### src/rtl/lsu_if.sv
// Bundle of the LSU's three channels: execute request, data-memory bus and
// writeback response. The LSU connects to the slave modport; the execute
// stage, memory and writeback side connect to the master modport.
interface lsu_if;
    // Execute-side request
    logic        req_valid;
    logic        req_ready;
    logic        req_we;
    logic [2:0]  req_funct3;
    logic [31:0] req_addr;
    logic [31:0] req_wdata;
    logic [4:0]  req_rd;

    // Data-memory bus
    logic        dmem_req;
    logic        dmem_we;
    logic [31:0] dmem_addr;
    logic [3:0]  dmem_be;
    logic [31:0] dmem_wdata;
    logic        dmem_gnt;
    logic        dmem_rvalid;
    logic [31:0] dmem_rdata;

    // Writeback response
    logic        rsp_valid;
    logic        rsp_rf_we;
    logic [4:0]  rsp_rd;
    logic [31:0] rsp_rdata;
    logic [1:0]  rsp_err;
    logic        busy;

    modport slave (
        input  req_valid, req_we, req_funct3, req_addr, req_wdata, req_rd,
        input  dmem_gnt, dmem_rvalid, dmem_rdata,
        output req_ready,
        output dmem_req, dmem_we, dmem_addr, dmem_be, dmem_wdata,
        output rsp_valid, rsp_rf_we, rsp_rd, rsp_rdata, rsp_err, busy
    );

    modport master (
        output req_valid, req_we, req_funct3, req_addr, req_wdata, req_rd,
        output dmem_gnt, dmem_rvalid, dmem_rdata,
        input  req_ready,
        input  dmem_req, dmem_we, dmem_addr, dmem_be, dmem_wdata,
        input  rsp_valid, rsp_rf_we, rsp_rd, rsp_rdata, rsp_err, busy
    );
endinterface

### src/rtl/lsu.sv
// Load/store unit: one data-memory transaction at a time over a req/gnt/rvalid
// bus, with lane steering for stores, extraction/extension for loads, and a
// REQ+WAIT timeout. Every output is a register.
module lsu #(
    parameter int unsigned TIMEOUT_CYC = 16
) (
    input logic  clk,
    input logic  rst_n,
    lsu_if.slave bus
);
    localparam int unsigned CW = $clog2(TIMEOUT_CYC + 1);
    localparam logic [CW-1:0] CntLast = CW'(TIMEOUT_CYC - 1);

    localparam logic [1:0] ErrNone    = 2'b00;
    localparam logic [1:0] ErrAlign   = 2'b01;
    localparam logic [1:0] ErrTimeout = 2'b10;
    localparam logic [1:0] ErrIllegal = 2'b11;

    typedef enum logic [1:0] {StIdle, StReq, StWait, StResp} state_t;

    state_t        state;
    logic [CW-1:0] cnt;
    logic          op_we;
    logic [2:0]    op_f3;
    logic [1:0]    op_off;
    logic [4:0]    op_rd;

    function automatic logic is_illegal(input logic we, input logic [2:0] f3);
        if (we) return f3[2] || (f3 == 3'b011);
        return (f3 == 3'b011) || (f3 == 3'b110) || (f3 == 3'b111);
    endfunction

    function automatic logic is_misaligned(input logic [2:0] f3, input logic [1:0] off);
        return ((f3[1:0] == 2'b01) && off[0]) || ((f3[1:0] == 2'b10) && (off != 2'b00));
    endfunction

    function automatic logic [3:0] store_be(input logic we, input logic [2:0] f3,
                                            input logic [1:0] off);
        if (!we) return 4'hF;
        case (f3[1:0])
            2'b00:   return 4'b0001 << off;
            2'b01:   return 4'b0011 << off;
            default: return 4'hF;
        endcase
    endfunction

    function automatic logic [31:0] store_data(input logic we, input logic [2:0] f3,
                                               input logic [31:0] d);
        if (!we) return 32'h0;
        case (f3[1:0])
            2'b00:   return {4{d[7:0]}};
            2'b01:   return {2{d[15:0]}};
            default: return d;
        endcase
    endfunction

    function automatic logic [31:0] load_ext(input logic [2:0] f3, input logic [1:0] off,
                                             input logic [31:0] rd);
        logic [31:0] b_sh;
        logic [31:0] h_sh;
        b_sh = rd >> {off, 3'b000};
        h_sh = rd >> {off[1], 4'b0000};
        case (f3)
            3'b000:  return {{24{b_sh[7]}}, b_sh[7:0]};
            3'b100:  return {24'h0, b_sh[7:0]};
            3'b001:  return {{16{h_sh[15]}}, h_sh[15:0]};
            3'b101:  return {16'h0, h_sh[15:0]};
            default: return rd;
        endcase
    endfunction

    // Transaction FSM; all outputs are updated alongside the state register.
    always_ff @(posedge clk or negedge rst_n) begin
        if (!rst_n) begin
            state          <= StIdle;
            cnt            <= '0;
            op_we          <= 1'b0;
            op_f3          <= 3'b000;
            op_off         <= 2'b00;
            op_rd          <= 5'd0;
            bus.req_ready  <= 1'b1;
            bus.dmem_req   <= 1'b0;
            bus.dmem_we    <= 1'b0;
            bus.dmem_addr  <= 32'h0;
            bus.dmem_be    <= 4'h0;
            bus.dmem_wdata <= 32'h0;
            bus.rsp_valid  <= 1'b0;
            bus.rsp_rf_we  <= 1'b0;
            bus.rsp_rd     <= 5'd0;
            bus.rsp_rdata  <= 32'h0;
            bus.rsp_err    <= ErrNone;
            bus.busy       <= 1'b0;
        end else begin
            case (state)
                StIdle: begin
                    if (bus.req_valid && bus.req_ready) begin
                        op_we         <= bus.req_we;
                        op_f3         <= bus.req_funct3;
                        op_off        <= bus.req_addr[1:0];
                        op_rd         <= bus.req_rd;
                        bus.req_ready <= 1'b0;
                        bus.busy      <= 1'b1;
                        if (is_illegal(bus.req_we, bus.req_funct3) ||
                            is_misaligned(bus.req_funct3, bus.req_addr[1:0])) begin
                            // Illegal funct3 outranks misalignment.
                            state         <= StResp;
                            bus.rsp_valid <= 1'b1;
                            bus.rsp_rf_we <= 1'b0;
                            bus.rsp_rd    <= bus.req_rd;
                            bus.rsp_rdata <= 32'h0;
                            bus.rsp_err   <= is_illegal(bus.req_we, bus.req_funct3) ?
                                             ErrIllegal : ErrAlign;
                        end else begin
                            state          <= StReq;
                            cnt            <= '0;
                            bus.dmem_req   <= 1'b1;
                            bus.dmem_we    <= bus.req_we;
                            bus.dmem_addr  <= {bus.req_addr[31:2], 2'b00};
                            bus.dmem_be    <= store_be(bus.req_we, bus.req_funct3,
                                                       bus.req_addr[1:0]);
                            bus.dmem_wdata <= store_data(bus.req_we, bus.req_funct3,
                                                         bus.req_wdata);
                        end
                    end
                end
                StReq: begin
                    cnt <= cnt + 1'b1;
                    if (bus.dmem_gnt) begin
                        state        <= StWait;
                        bus.dmem_req <= 1'b0;
                    end else if (cnt >= CntLast) begin
                        state         <= StResp;
                        bus.dmem_req  <= 1'b0;
                        bus.rsp_valid <= 1'b1;
                        bus.rsp_rf_we <= 1'b0;
                        bus.rsp_rd    <= op_rd;
                        bus.rsp_rdata <= 32'h0;
                        bus.rsp_err   <= ErrTimeout;
                    end
                end
                StWait: begin
                    // The counter never passes TIMEOUT_CYC: the cycle after a grant at
                    // the last REQ count is the final chance for rvalid.
                    cnt <= cnt + 1'b1;
                    if (bus.dmem_rvalid) begin
                        state         <= StResp;
                        bus.rsp_valid <= 1'b1;
                        bus.rsp_rf_we <= !op_we;
                        bus.rsp_rd    <= op_rd;
                        bus.rsp_rdata <= op_we ? 32'h0 : load_ext(op_f3, op_off,
                                                                  bus.dmem_rdata);
                        bus.rsp_err   <= ErrNone;
                    end else if (cnt >= CntLast) begin
                        state         <= StResp;
                        bus.rsp_valid <= 1'b1;
                        bus.rsp_rf_we <= 1'b0;
                        bus.rsp_rd    <= op_rd;
                        bus.rsp_rdata <= 32'h0;
                        bus.rsp_err   <= ErrTimeout;
                    end
                end
                StResp: begin
                    state         <= StIdle;
                    bus.req_ready <= 1'b1;
                    bus.busy      <= 1'b0;
                    bus.rsp_valid <= 1'b0;
                    bus.rsp_rf_we <= 1'b0;
                    bus.rsp_rd    <= 5'd0;
                    bus.rsp_rdata <= 32'h0;
                    bus.rsp_err   <= ErrNone;
                end
                default: state <= StIdle;
            endcase
        end
    end
endmodule

### src/flat_wrapper.sv
// flat-port wrapper written by rule: the top's interface ports become plain ports
module lsu_flat 
#(
    parameter int unsigned TIMEOUT_CYC = 16
)
  (clk, rst_n, bus_req_valid, bus_req_we, bus_req_funct3, bus_req_addr, bus_req_wdata, bus_req_rd, bus_dmem_gnt, bus_dmem_rvalid, bus_dmem_rdata, bus_req_ready, bus_dmem_req, bus_dmem_we, bus_dmem_addr, bus_dmem_be, bus_dmem_wdata, bus_rsp_valid, bus_rsp_rf_we, bus_rsp_rd, bus_rsp_rdata, bus_rsp_err, bus_busy);
  lsu_if bus_i ();
  input logic clk;
  input logic rst_n;
  input wire logic [$bits(bus_i.req_valid)-1:0] bus_req_valid;
  input wire logic [$bits(bus_i.req_we)-1:0] bus_req_we;
  input wire logic [$bits(bus_i.req_funct3)-1:0] bus_req_funct3;
  input wire logic [$bits(bus_i.req_addr)-1:0] bus_req_addr;
  input wire logic [$bits(bus_i.req_wdata)-1:0] bus_req_wdata;
  input wire logic [$bits(bus_i.req_rd)-1:0] bus_req_rd;
  input wire logic [$bits(bus_i.dmem_gnt)-1:0] bus_dmem_gnt;
  input wire logic [$bits(bus_i.dmem_rvalid)-1:0] bus_dmem_rvalid;
  input wire logic [$bits(bus_i.dmem_rdata)-1:0] bus_dmem_rdata;
  output wire logic [$bits(bus_i.req_ready)-1:0] bus_req_ready;
  output wire logic [$bits(bus_i.dmem_req)-1:0] bus_dmem_req;
  output wire logic [$bits(bus_i.dmem_we)-1:0] bus_dmem_we;
  output wire logic [$bits(bus_i.dmem_addr)-1:0] bus_dmem_addr;
  output wire logic [$bits(bus_i.dmem_be)-1:0] bus_dmem_be;
  output wire logic [$bits(bus_i.dmem_wdata)-1:0] bus_dmem_wdata;
  output wire logic [$bits(bus_i.rsp_valid)-1:0] bus_rsp_valid;
  output wire logic [$bits(bus_i.rsp_rf_we)-1:0] bus_rsp_rf_we;
  output wire logic [$bits(bus_i.rsp_rd)-1:0] bus_rsp_rd;
  output wire logic [$bits(bus_i.rsp_rdata)-1:0] bus_rsp_rdata;
  output wire logic [$bits(bus_i.rsp_err)-1:0] bus_rsp_err;
  output wire logic [$bits(bus_i.busy)-1:0] bus_busy;
  assign bus_i.req_valid = bus_req_valid;
  assign bus_i.req_we = bus_req_we;
  assign bus_i.req_funct3 = bus_req_funct3;
  assign bus_i.req_addr = bus_req_addr;
  assign bus_i.req_wdata = bus_req_wdata;
  assign bus_i.req_rd = bus_req_rd;
  assign bus_i.dmem_gnt = bus_dmem_gnt;
  assign bus_i.dmem_rvalid = bus_dmem_rvalid;
  assign bus_i.dmem_rdata = bus_dmem_rdata;
  assign bus_req_ready = bus_i.req_ready;
  assign bus_dmem_req = bus_i.dmem_req;
  assign bus_dmem_we = bus_i.dmem_we;
  assign bus_dmem_addr = bus_i.dmem_addr;
  assign bus_dmem_be = bus_i.dmem_be;
  assign bus_dmem_wdata = bus_i.dmem_wdata;
  assign bus_rsp_valid = bus_i.rsp_valid;
  assign bus_rsp_rf_we = bus_i.rsp_rf_we;
  assign bus_rsp_rd = bus_i.rsp_rd;
  assign bus_rsp_rdata = bus_i.rsp_rdata;
  assign bus_rsp_err = bus_i.rsp_err;
  assign bus_busy = bus_i.busy;
  lsu #(.TIMEOUT_CYC(TIMEOUT_CYC)) u_core (.clk(clk), .rst_n(rst_n), .bus(bus_i));
endmodule
### config.mk
export PLATFORM = sky130hd
export DESIGN_NAME = lsu_flat
export DESIGN_NICKNAME = d
export VERILOG_FILES = /design/src/rtl/lsu_if.sv /design/src/rtl/lsu.sv /design/src/flat_wrapper.sv
export SDC_FILE = /design/constraint.sdc
export NUM_CORES = 1
export LEC_CHECK = 0
export CAP_MARGIN = 20
export CELL_PAD_IN_SITES_DETAIL_PLACEMENT = 0
export CELL_PAD_IN_SITES_GLOBAL_PLACEMENT = 1
export CORE_AREA = 2 2 192 119
export DETAILED_ROUTE_END_ITERATION = 7
export DIE_AREA = 0 0 194 121
export HOLD_SLACK_MARGIN = 0.03
export PLACE_DENSITY_LB_ADDON = 0.3
export SYNTH_ARGS = -nofsm -noshare
export SYNTH_HDL_FRONTEND = slang
export SYNTH_SLANG_ARGS = --single-unit
### constraint.sdc
create_clock -name clk -period 2.28 [get_ports clk]
set_clock_uncertainty 0.2 [all_clocks]
set_input_delay 0.456 -clock clk [delete_from_list [all_inputs] [get_ports clk]]
set_output_delay 0.456 -clock clk [all_outputs]
set_load 0.01 [all_outputs]
==> summary.txt, run 1 <==
Core Footprint: 21700 µm²
ys async rst share: 1.00
I/O pin count: 223
Max H-tree Level: 4
worst vdd ir: 0.655 mV
crit-path max FO: 8
per-cell routed wire length: 18.0 µm
cell count after synthesis: 698
Final ANT Viol Nets: 0
I/O Buffers: 220
Inserted Diodes: 0
Initial Utilization: 0.297
Power Density: 1290 nW/µm²
vias post-DR: 5973
commonest non-fill, non-tap cells in the layout: clkdlybuf4s50_1 (218), nand2_1 (206), dfrtp_1 (128), buf_4 (61), nand3_1 (42)
max-slew violation count: 0
1st-iter DRT viols: 391
Setup crit end kind: register
max_slew headroom: 0.606
DRC Markers: 0
Hold Fails Final Rpt: 0
Worst Path Class, Setup: register to register
Finished Cell Area: 10100 µm²
commonest non-fill, non-tap cell in the layout: clkdlybuf4s50_1
top_reg_cell synth: dfrtp_1
Area after DPL: 9350 µm²
#FFs+latches synth: 129
global-route wire length before repair: 35300 µm
worst skew pair latency: 420 ps
WL final: 22700 µm
routability cong.: 0.842
max-cap violation count: 0
Post-synth EDFFs: 0
root buf cell: clkbuf_16
CTS tree: built
Detailed Routing Iterations Pass 1: 5
GRT Total Usage: 0.196
mapped cell area: 6430 µm²
Hold Slack: 265 ps
DIE HEIGHT: 121 µm
PnR Total Power: 13.1 mW
gr ovfl total: 0
post-route minimum period: 2260 ps
CTS clk-pin slew, worst paths: 60 ps
Worst Path Required: 2430 ps
clk buf depth: 2
Final setup viols: 0
final core occ: 0.468
fmax: 0.442 GHz
outcome: finished clean
share of cells above drive strength 1: 0.189
min-delay worst type: register to register
fin crit share: 0.992
HPWL after detailed placement: 16400 µm
die area: 23500 µm²
RSZ-0062 raised after global routing: true
Lkg Pwr: 4.57 nW
vias in the first global route: 5911
sequential share of the synthesized area: 0.503
row cnt: 42
area delta synth->final: 57.6%
cts bufs inserted: 17
Syn Area/Cell: 9.21 µm²
Final #Nets: 1080
largest net degree at the start of global routing: 52
clk sinks: 129
Worst Tran Pin Value: 589 ps
worst path arrival time: 2410 ps
Die W: 194 µm
Avg Vias per Cell: 4.73
yosys warns: 0
Netlist cell types: 52
initial antenna violation count: 0
crit path launch type: register
[cell type report]
class | instances | area, µm²
flip-flops and latches | 129 | 3230
well taps | 286 | 358
clock buffers | 20 | 457
multi-input cells | 508 | 3020
fillers | 2092 | 11500
inverters | 15 | 56.3
clock inverters | 12 | 134
repair buffers | 293 | 2880
[sequential cells by signal, summed over array words and instances (netlist names), 2 cells and up]
| register | flops |
|---|---|
| u_core.bus.dmem_wdata | 32 |
| u_core.bus.rsp_rdata | 32 |
| u_core.bus.dmem_addr | 30 |
| u_core.bus.rsp_rd | 5 |
| u_core.cnt | 5 |
| u_core.op_rd | 5 |
| u_core.bus.dmem_be | 4 |
| u_core.op_f3 | 3 |
| u_core.bus.rsp_err | 2 |
| u_core.op_off | 2 |
| u_core.state | 2 |
[what timing repair did]
| item | in CTS | in global routing |
|---|---|---|
| buffers inserted | 7 | 1 |
| resized for setup | 20 | 29 |
| hold buffers | 1 | 0 |
| gates cloned | 3 | 0 |
| pin swaps | 4 | 9 |
| hold endpoints to repair | 41 | 0 |
| endpoints found under the setup margin | 39 | 101 |
[per-stage QoR]
| stage | cells | TNS, ps | setup WS [ps] |
|---|---|---|---|
| floorplan | 699 | 0 | 23.6 |
| global placement | 1224 | -41990 | -445 |
| CTS | 1264 | -11.7 | -2.38 |
| global route | 1263 | -419 | -44.1 |
| detailed placement | 1224 | -41970 | -451 |
| finish | 1263 | 0 | 18.7 |
[layer usage]
layer	vias up	global-route usage	routed length (µm)
met2	142	0.268	9430
li1	2939	-	-
met3	12	0.0456	960
met1	2880	0.305	12200
met4	0	0.0483	195
met5	-	0	0
[worst max-delay path: stages, from the launching register on]
cell and delay, ps:
dfrtp_1 380, ha_2 200, and3_4 150, ha_4 140
or2_4 240, a221oi_4 210, a221o_2 260, buf_6 150
buf_16 140, nand2_2 50, o21ai_1 70
[kinds of logic (layout without fill, tap and decap cells)]
| kind of cell | Yosys count | in the layout | share of synthesized area |
|---|---|---|---|
| AOI/OAI and AO/OA | 158 | 158 | 0.171 |
| adders and majority gates | 6 | 6 | 0.0117 |
| buffers and inverters | 62 | 340 | 0.0479 |
| DFF | 129 | 129 | 0.503 |
| muxes | 39 | 39 | 0.0683 |
| other | 1 | 2 | 0.000584 |
| and+or+nand+nor | 303 | 303 | 0.198 |
[path summary, 6_finish.rpt]
kind,startpoint,end,slack [ps],cells after the start
max in group asynchronous,rst_n,u_core.bus.dmem_addr[22]$_DFFE_PN0P_,840,3
setup reg to reg,u_core.cnt[1]$_DFFE_PN0P_,u_core.bus.rsp_rdata[24]$_DFFE_PN0P_,20,10
setup / recovery,u_core.cnt[1]$_DFFE_PN0P_,u_core.bus.rsp_rdata[24]$_DFFE_PN0P_,20,10
hold reg to reg,u_core.bus.dmem_wdata[18]$_DFFE_PN0P_,u_core.bus.dmem_wdata[18]$_DFFE_PN0P_,260,2
hold / removal,u_core.bus.dmem_wdata[18]$_DFFE_PN0P_,u_core.bus.dmem_wdata[18]$_DFFE_PN0P_,260,2
min in group asynchronous,rst_n,u_core.bus.rsp_rdata[29]$_DFFE_PN0P_,350,2
[cell usage after synthesis, drive strengths merged, types with 8 or more instances]
cell type / instances / area [µm²]
o21ai: 53 / 307
inv: 15 / 56.3
nand2: 216 / 811
nand3: 42 / 210
nor2b: 11 / 68.8
o22ai: 11 / 68.8
buf: 29 / 184
mux2: 29 / 327
dfrtp: 128 / 3200
clkbuf: 18 / 67.6
a21oi: 33 / 165
a221oi: 10 / 87.6
a2bb2oi: 8 / 70.1
a21o: 9 / 67.6
nor2: 17 / 63.8
mux2i: 9 / 90.1
[report_power, final]
| part | leakage (nW) | internal (mW) | switching (mW) |
|---|---|---|---|
| logic | 2.62 | 3.31 | 3.29 |
| clock network | 0.275 | 1.67 | 1.08 |
| registers | 1.68 | 3.20 | 0.563 |
| total | 4.57 | 8.18 | 4.93 |
Note: power is estimated with default switching activity, not from simulation.
==> run 2, diff against run 1 <==
--- a/config.mk
+++ b/config.mk
@@ -9,10 +9,12 @@
 export CELL_PAD_IN_SITES_DETAIL_PLACEMENT = 0
 export CELL_PAD_IN_SITES_GLOBAL_PLACEMENT = 1
 export CORE_AREA = 2 2 192 119
+export CTS_BUF_LIST = sky130_fd_sc_hd__clkbuf_16
 export DETAILED_ROUTE_END_ITERATION = 7
 export DIE_AREA = 0 0 194 121
 export HOLD_SLACK_MARGIN = 0.03
 export PLACE_DENSITY_LB_ADDON = 0.3
+export RECOVER_POWER = 25
 export SYNTH_ARGS = -nofsm -noshare
 export SYNTH_HDL_FRONTEND = slang
 export SYNTH_SLANG_ARGS = --single-unit
==> run 2 against run 1 <==
Net effect:
- sequential share of layout area up 0.14 points
- global-route usage stayed put
- routed wire length about the same
- highest routed layer unchanged
- critical endpoint unchanged
- fmax up 0.15%
- register-to-register slack about the same
- non-clock buffer count unchanged
- largest power group unchanged
==> summary.txt, run 2 (same netlist as run 1, synthesis figures left out) <==
outcome: finished clean
clk buf depth: 2 (unchanged)
Finished Cell Area: 10100 µm² (-0.43%)
Max stage delay cell, worst path: dfrtp_1
I/O pin count: 223 (unchanged)
max-slew violation count: 0 (unchanged)
crit-path max FO: 8 (unchanged)
commonest non-fill, non-tap cell in the layout: clkdlybuf4s50_1
Worst Tran Pin Value: 1300 ps (+711 ps)
HPWL after detailed placement: 16400 µm (unchanged)
Detailed Routing Iterations Pass 1: 5 (unchanged)
worst path arrival time: 2410 ps (about the same)
CP peak stage delay: 380 ps (about the same)
cell family with most CP delay: compound AO/OA/AOI/OAI gates
1st-iter DRT viols: 393 (+0.51%)
routability cong.: 0.842 (unchanged)
gr ovfl total: 0 (unchanged)
max-cap violation count: 0 (unchanged)
WHS Path Cells: 2 (unchanged)
DP Cell Count: 1224 (unchanged)
largest net degree at the start of global routing: 52 (unchanged)
CTS tree: built
Final setup viols: 0 (unchanged)
Max H-tree Level: 4 (unchanged)
Largest regs: u_core.bus.dmem_wdata: 32 flops, u_core.bus.rsp_rdata: 32 flops, u_core.bus.dmem_addr: 30 flops
Final ANT Viol Nets: 0 (unchanged)
Hold Fails Final Rpt: 0 (unchanged)
area delta synth->final: 56.9%
vias post-DR: 5955 (-0.30%)
min-delay worst type: register to register
WL final: 22700 µm (about the same)
Lkg Pwr: 4.56 nW (-0.39%)
max_slew headroom: 0.133 (-0.473)
initial antenna violation count: 0 (unchanged)
CTS clk-pin slew, worst paths: 60 ps (about the same)
min-delay src: u_core.bus.dmem_wdata[18]$_DFFE_PN0P_
Worst R2R Setup Slack: 20 ps (about the same)
worst reg2reg path startpoint: u_core.cnt[1]$_DFFE_PN0P_
Worst Path Required: 2430 ps (about the same)
fmax: 0.443 GHz (+0.15%)
vias in the first global route: 5903 (-0.14%)
final core occ: 0.466 (-0.00202)
post-route minimum period: 2260 ps (-3.42 ps)
Final #Nets: 1080 (unchanged)
R2R depth: 10 (unchanged)
cts bufs inserted: 17 (unchanged)
Die W: 194 µm (unchanged)
Core Footprint: 21700 µm² (unchanged)
fin cells: 1263 (unchanged)
R2R Path End: u_core.bus.rsp_rdata[24]$_DFFE_PN0P_
die area: 23500 µm² (unchanged)
crit path launch type: register
worst vdd ir: 0.661 mV (+0.85%)
Inserted Diodes: 0 (unchanged)
row cnt: 42 (unchanged)
Worst Path Buf+Inv: 2 (unchanged)
Worst Path Class, Setup: register to register
global-route wire length before repair: 35200 µm (-0.20%)
Area after DPL: 9350 µm² (unchanged)
Power Density: 1290 nW/µm² (-0.29%)
Avg Vias per Cell: 4.71 (-0.30%)
root buf cell: clkbuf_16
CP cell instances: ha_2, and3_4, ha_4, or2_4, a221oi_4, a221o_2, buf_6, buf_16, nand2_2, o21ai_1
Hold Slack: 263 ps (-1.26 ps)
commonest non-fill, non-tap cells in the layout: clkdlybuf4s50_1 (218), nand2_1 (206), dfrtp_1 (128), buf_4 (58), nand3_1 (42)
per-cell routed wire length: 18.0 µm (about the same)
clk sinks: 129 (unchanged)
I/O Buffers: 220 (unchanged)
GRT Total Usage: 0.196 (unchanged)
Initial Utilization: 0.297 (unchanged)
Worst Hold End: u_core.bus.dmem_wdata[18]$_DFFE_PN0P_
worst skew pair latency: 420 ps (about the same)
fin crit share: 0.990 (-0.00150)
share of cells above drive strength 1: 0.186 (-0.00307)
Setup crit end kind: register
RSZ-0062 raised after global routing: true
DRC Markers: 0 (unchanged)
DIE HEIGHT: 121 µm (unchanged)
-- run 2: changes by cell type in the layout (fill, tap and decap cells not counted), sizes merged --
cell,delta
buf,-3
clkinv,+2
inv,+1
-- run 2: worst min-delay path, stage by stage (launching register included) --
cell,delay (ps)
dfrtp_1,340
nand2_1,50
nand2_1,50
-- run 2: how the worst max path moves through the flow --
stage          cells past startpoint                      start                              endpoint
5_1_grt                           10  u_core.cnt[1]$_DFFE_PN0P_  u_core.bus.rsp_rdata[24]$_DFFE_PN0P_
4_1_cts                           10  u_core.cnt[0]$_DFFE_PN0P_  u_core.bus.rsp_rdata[25]$_DFFE_PN0P_
2_1_floorplan                      9  u_core.cnt[0]$_DFFE_PN0P_  u_core.bus.rsp_rdata[15]$_DFFE_PN0P_
3_3_place_gp                       7          bus_req_funct3[1]  u_core.bus.dmem_wdata[7]$_DFFE_PN0P_
3_5_place_dp                       7          bus_req_funct3[1]  u_core.bus.dmem_addr[27]$_DFFE_PN0P_
6_report                          10  u_core.cnt[1]$_DFFE_PN0P_  u_core.bus.rsp_rdata[24]$_DFFE_PN0P_
-- run 2: repair_timing --
item | CTS | global route
setup endpoints to repair | 39 | 99
gates resized for setup | 20 | 29
hold buffers | 1 | 0
cloned | 3 | 0
hold endpoints to repair | 41 | 0
setup buffers | 7 | 1
pin swaps | 4 | 9
-- run 2: final cells by class --
class	count	area (µm²)
Clock buffer	17	425
Clock inverter	15	145
Fill cell	2096	11600
Inverter	15	56.3
Multi-Input combinational cell	508	3020
Sequential cell	129	3230
Tap cell	286	358
Timing Repair Buffer	293	2860
-- run 2: stage by stage --
| step | power, mW | setup WS, ps | TNS, ps |
|---|---|---|---|
| final | 13.0 | 22.1 | 0 |
| after global routing | 13.9 | -44.1 | -520 |
| after CTS | 13.2 | -2.40 | -11.7 |
| after detailed placement | 9.85 | -451 | -41970 |
| after global placement | 9.79 | -445 | -41990 |
| after floorplan | 6.69 | 23.6 | 0 |
-- run 2: report_power, final --
group,switching (mW),internal [mW]
clock network,1.07,1.60
registers,0.565,3.20
logic,3.28,3.30
-- run 2: per-layer routing --
metal	routed length, µm	track usage
met5	0	0
met4	202	0.0511
met3	1040	0.0456
met2	9470	0.266
met1	12000	0.306
